File: config.mk
export PLATFORM = sky130hd
export DESIGN_NAME = bp_update_reporter
export DESIGN_NICKNAME = d
export VERILOG_FILES = /design/src/rtl/bp_update_reporter.sv
export SDC_FILE = /design/constraint.sdc
export NUM_CORES = 1
export LEC_CHECK = 0
export BUFFER_PORTS_ARGS = -buffer_cell sky130_fd_sc_hd__buf_4
export CAP_MARGIN = 5
export CORE_UTILIZATION = 60
export DETAILED_ROUTE_END_ITERATION = 8
export GPL_TIMING_DRIVEN = 0
export PLACE_DENSITY = 0.84
export SLEW_MARGIN = 40
export SYNTH_ARGS = -nofsm -noshare
export SYNTH_HDL_FRONTEND = slang
export SYNTH_SLANG_ARGS = --single-unit
export TNS_END_PERCENT = 5
File: constraint.sdc
create_clock -name clk -period 4.8 [get_ports clk]
set_input_delay 0.48 -clock clk [delete_from_list [all_inputs] [get_ports clk]]
set_output_delay 0.48 -clock clk [all_outputs]
set_load 0.02 [all_outputs]
File: src/rtl/bp_update_reporter.sv
// Converts committed conditional-branch outcomes into one predictor update per cycle via a
// small FIFO with bypass. Optional accuracy counters are built when BP_UPDATE_STATS_EN is defined.
module bp_update_reporter #(
  parameter int ADDR_W  = 32,
  parameter int DEPTH   = 4,
  parameter int DEPTH_W = 2
) (
  input  logic              clk,
  input  logic              rst_n,
  input  logic              rdy,
  input  logic              cm_valid,
  output logic              cm_ready,
  input  logic [ADDR_W-1:0] cm_inst_addr,
  input  logic              cm_pred,
  input  logic              cm_jump,
  output logic              rob_bp_enable,
  output logic [ADDR_W-1:0] rob_bp_inst_addr,
  output logic              rob_bp_jump,
  output logic              rob_bp_correct,
  output logic [ADDR_W-1:0] stat_total,
  output logic [ADDR_W-1:0] stat_correct
);

  localparam logic [DEPTH_W:0]   FULL_CNT = (DEPTH_W+1)'(DEPTH);
  localparam logic [DEPTH_W:0]   CNT_ONE  = (DEPTH_W+1)'(1);
  localparam logic [DEPTH_W-1:0] PTR_ONE  = DEPTH_W'(1);

  // Entry layout: {addr, jump, correct}
  logic [ADDR_W+1:0]  mem [DEPTH];
  logic [DEPTH_W-1:0] wr_ptr, rd_ptr;
  logic [DEPTH:0]     unused_pad;
  logic [DEPTH_W:0]   count, count_nxt;

  logic              empty, push, pop, wr_en, issue;
  logic              in_correct;
  logic [ADDR_W+1:0] in_entry, head_entry, iss_entry;

  assign unused_pad = '0;
  assign cm_ready   = (count != FULL_CNT);
  assign empty      = (count == '0);
  assign in_correct = (cm_pred == cm_jump);
  assign in_entry   = {cm_inst_addr, cm_jump, in_correct};
  assign head_entry = mem[rd_ptr];

  assign push  = cm_valid && cm_ready && rdy;
  assign pop   = rdy && !empty;
  // An empty FIFO hands the incoming entry straight to the output registers
  assign wr_en = push && !empty;
  assign issue = rdy && (!empty || push);

  always_comb begin
    iss_entry = empty ? in_entry : head_entry;
    count_nxt = count;
    if (wr_en && !pop)
      count_nxt = count + CNT_ONE;
    else if (!wr_en && pop)
      count_nxt = count - CNT_ONE;
  end

  always_ff @(posedge clk) begin
    if (wr_en)
      mem[wr_ptr] <= in_entry;
  end

  always_ff @(posedge clk or negedge rst_n) begin
    if (!rst_n) begin
      wr_ptr           <= '0;
      rd_ptr           <= '0;
      count            <= '0;
      rob_bp_enable    <= 1'b0;
      rob_bp_inst_addr <= '0;
      rob_bp_jump      <= 1'b0;
      rob_bp_correct   <= 1'b0;
    end else if (rdy) begin
      if (wr_en)
        wr_ptr <= wr_ptr + PTR_ONE;
      if (pop)
        rd_ptr <= rd_ptr + PTR_ONE;
      count         <= count_nxt;
      rob_bp_enable <= issue;
      if (issue) begin
        rob_bp_inst_addr <= iss_entry[ADDR_W+1:2];
        rob_bp_jump      <= iss_entry[1];
        rob_bp_correct   <= iss_entry[0];
      end
    end
  end

`ifdef BP_UPDATE_STATS_EN
  logic [ADDR_W-1:0] total_q, correct_q;

  always_ff @(posedge clk or negedge rst_n) begin
    if (!rst_n) begin
      total_q   <= '0;
      correct_q <= '0;
    end else if (issue) begin
      total_q <= total_q + ADDR_W'(1);
      if (iss_entry[0])
        correct_q <= correct_q + ADDR_W'(1);
    end
  end

  assign stat_total   = total_q;
  assign stat_correct = correct_q;
`else
  assign stat_total   = '0;
  assign stat_correct = '0;
`endif

endmodule

==> summary.md <==
| Metric | Value |
|---|---|
| Status | completed |
| Hold Buf Count CTS | 0 |
| Hpwl dp | 10,800 um |
| Post-CTS setup buffer count | 0 |
| DR iter-0 viols | 417 |
| Leading cell types in the layout, fill and taps excluded | buf_4, edfxtp_1, conb_1, dfrtp_1, inv_1 |
| Synth Warn # | 0 |
| Top Layer Used | met4 |
| DRC viols | 0 |
| Post-synth top area share | 51.1% |
| Met3 wire len | 1550 um |
| Hold Fails Final Rpt | 0 |
| Clock skew | 0.00758 ns |
| Max Fclk | 0.415 GHz |
| H-tree depth | 4 |
| Distinct cells, synth | 35 |
| Initial antenna violation count | 0 |
| Placer's final routability congestion estimate | 0.796 |
| Critical path required time | 5.15 ns |
| Comb power frac | 39.2% |
| Area grow syn2layout | 19.4% |
| Wire length on met2 | 8860 um |
| Post_cts resized | 0 |
| Maximum clock path buffer count | 2 |
| First-pass GRT wire length | 27,300 um |
| Pwr Density | 582 nW/um2 |
| Height of the die | 117 um |
| Post-Syn Area | 8000 um2 |
| GR Util All Layers | 26.4% |
| Critical-path cell list | inv_1, ha_1, nand2b_2, buf_4, buf_2, nand2_1, ha_1, nand2b_1, nor2_1, xor2_1 |
| Leak Pwr | 3.93 nW |
| Sw Share | 35.7% |
| Number of global-route vias before repair | 5,075 |
| Setup TNS | 0 ns |
| Final antenna-violating net count | 0 |
| GR Overflow Total | 0 |
| Nets@finish | 733 |
| CP Capture Type | flop |
| Root Buffer | clkbuf_16 |
| Seq pwr share | 37.7% |
| I/O Pins | 138 |
| TritonCTS clock tree | built |
| Slowest CP cell | dfrtp_1 |
| Port Buffer Count | 73 |
| Placement row count | 41 |
| Largest net degree at the start of global routing | 43 |
| Commonest non-fill, non-tap cell in the layout | buf_4 |
| Sequential fraction of the synthesis area | 64.2% |
| CTS clk-pin slew, worst paths | 0.06 ns |
| Data arrival time of the critical path | 2.76 ns |
| Max Slew Vio Count | 0 |
| Max-Cap Viols | 0 |
| Synth Register Bits | 178 |
| Cell-internal power | 3.58 mW |
| Synth area leaders | edfxtp_1, dfrtp_1, buf_4, a2111oi_2, mux2i_1 |
| Initial Util | 62.4% |
| Via count | 4,934 |
| Yosys top cell by area | edfxtp_1 |
| Syn Inst Count | 533 |
| Clk pwr share | 23.1% |
| Clk sinks | 178 |
| Layout cells sized above 1 | 33.5% |
| Slew HR | 56.8% |
| RSZ-0062 raised after global routing | false |
| First drt pass iteration count | 5 |
| Type of origin of the critical path | flop |
| Max stage delay on crit path | 0.36 ns |
| Worst Max-Slew Pin Slew | 0.648 ns |
| Critical path peak fanout | 10 |
| Syn_area_per_cell | 15.0 um2 |
| Switch Pwr | 1.98 mW |
| Core area | 12,800 um2 |
| DIE AREA | 13,800 um2 |
| Antenna diodes | 0 |
| Worst hold-check path type | input pin to asynchronous set/reset pin |
| Top cell by count, worst path | ha_1 |
| CP Class | flop to flop |
| Via density | 5.65 |
| Period utilization | 50.2% |
| Worst IR Drop VDD | 0.299 mV |
| DIE WIDTH | 117 um |
| TritonCTS Buffers | 17 |
| Final setup viols | 0 |
| Worst-skew pair later-pin latency | 0.43 ns |
| WL final | 17,400 um |
| Final min period | 2.41 ns |
| Wire per inst | 19.9 um |
| Met1 WL | 6730 um |
| Tot Pwr | 5.56 mW |
## worst max-delay path, delay by kind of cell, from the launching register on
family / cells / cell delay, ns
buf+inv: 3 / 0.53
xor+xnor: 1 / 0.17
simple gates: 4 / 0.68
fa+ha+maj: 2 / 0.60
flops: 1 / 0.36
## power by group through the flow
stage / clock (mW) / combinational [mW] / sequential (mW)
after global placement: 0 / 2.10 / 2.12
after global routing: 1.35 / 2.34 / 2.12
after CTS: 1.28 / 2.18 / 2.10
after floorplan: 0 / 1.32 / 2.28
after detailed placement: 0 / 2.16 / 2.13
final: 1.28 / 2.18 / 2.10
## stage by stage
step	hold WS (ns)	cells	utilization (%)	area, um2	setup slack, ns
floorplan	0.184	596	-	8230	2.65
global placement	0.461	841	70.2	9000	1.93
detailed placement	0.471	841	70.2	9010	2.33
CTS	0.0871	873	74.5	9550	2.41
global route	0.119	873	74.5	9550	2.27
finish	0.0649	873	74.5	9550	2.39
## final timing paths
path                                   from                  end  slack [ns]  cells past startpoint
setup / recovery                   count[0]             count[2]        2.39                     10
hold / removal                        rst_n            wr_ptr[1]        0.06                      1
setup reg to reg                   count[0]             count[2]        2.39                     10
hold reg to reg                    count[0]             count[0]        0.48                      1
max in group asynchronous             rst_n  rob_bp_inst_addr[8]        4.31                      1
min in group clk           cm_inst_addr[25]           mem[1][27]        0.26                      1
## cell type report
class / count / area (um2)
clock inverter: 15 / 120
timing repair buffer: 73 / 548
inverter: 33 / 124
fill: 847 / 3270
multi-input combinational: 283 / 2250
buffer: 102 / 732
sequential: 178 / 5130
tap: 172 / 215
clock buffer: 17 / 425
## logic make-up after synthesis
group | after synthesis | share of synthesized area, %
compound gates | 99 | 12.3
xor+xnor | 7 | 0.767
fa+ha+maj | 7 | 1.10
buf+inv | 135 | 10.7
flops | 178 | 64.2
mux | 35 | 5.33
other cells | 1 | 0.0469
simple gates | 71 | 5.52
## routing by layer
layer  global-route usage [%]  vias up
met5                        0        -
met4                     11.5        0
met3                     6.40       21
met2                     43.5      274
met1                     33.6     2431
li1                         -     2208
## synthesized netlist by cell type
| master | number |
|---|---|
| edfxtp_1 | 136 |
| buf_4 | 68 |
| dfrtp_1 | 42 |
| inv_1 | 33 |
| nor2b_1 | 29 |
| a22oi_1 | 28 |
| and3_1 | 28 |
| mux2i_1 | 28 |
| o32ai_1 | 28 |
| a2111oi_2 | 22 |
| buf_2 | 13 |
| buf_6 | 10 |
| clkbuf_1 | 9 |
| ha_1 | 7 |
| a2bb2oi_1 | 6 |
| mux4_2 | 6 |
| o22ai_1 | 6 |
| xnor2_1 | 6 |
| a2111oi_0 | 4 |
| and2_1 | 4 |
| nand2_1 | 3 |
| a2111oi_4 | 2 |
| a21o_1 | 2 |
| clkbuf_2 | 2 |
| and2_2 | 1 |
| and2b_4 | 1 |
| conb_1 | 1 |
| mux2_2 | 1 |
| nand2b_1 | 1 |
| nand2b_2 | 1 |
| nand3_1 | 1 |
| nand3b_1 | 1 |
| nor2_1 | 1 |
| o21ai_0 | 1 |
| xor2_1 | 1 |
## sequential cells by signal, indices dropped and copies added (netlist names)
register,count
count,3
mem,136
rob_bp_enable,1
rob_bp_jump,1
rob_bp_correct,1
wr_ptr,2
rob_bp_inst_addr,32
rd_ptr,2
No activity file was read; power rests on OpenSTA's default activity.
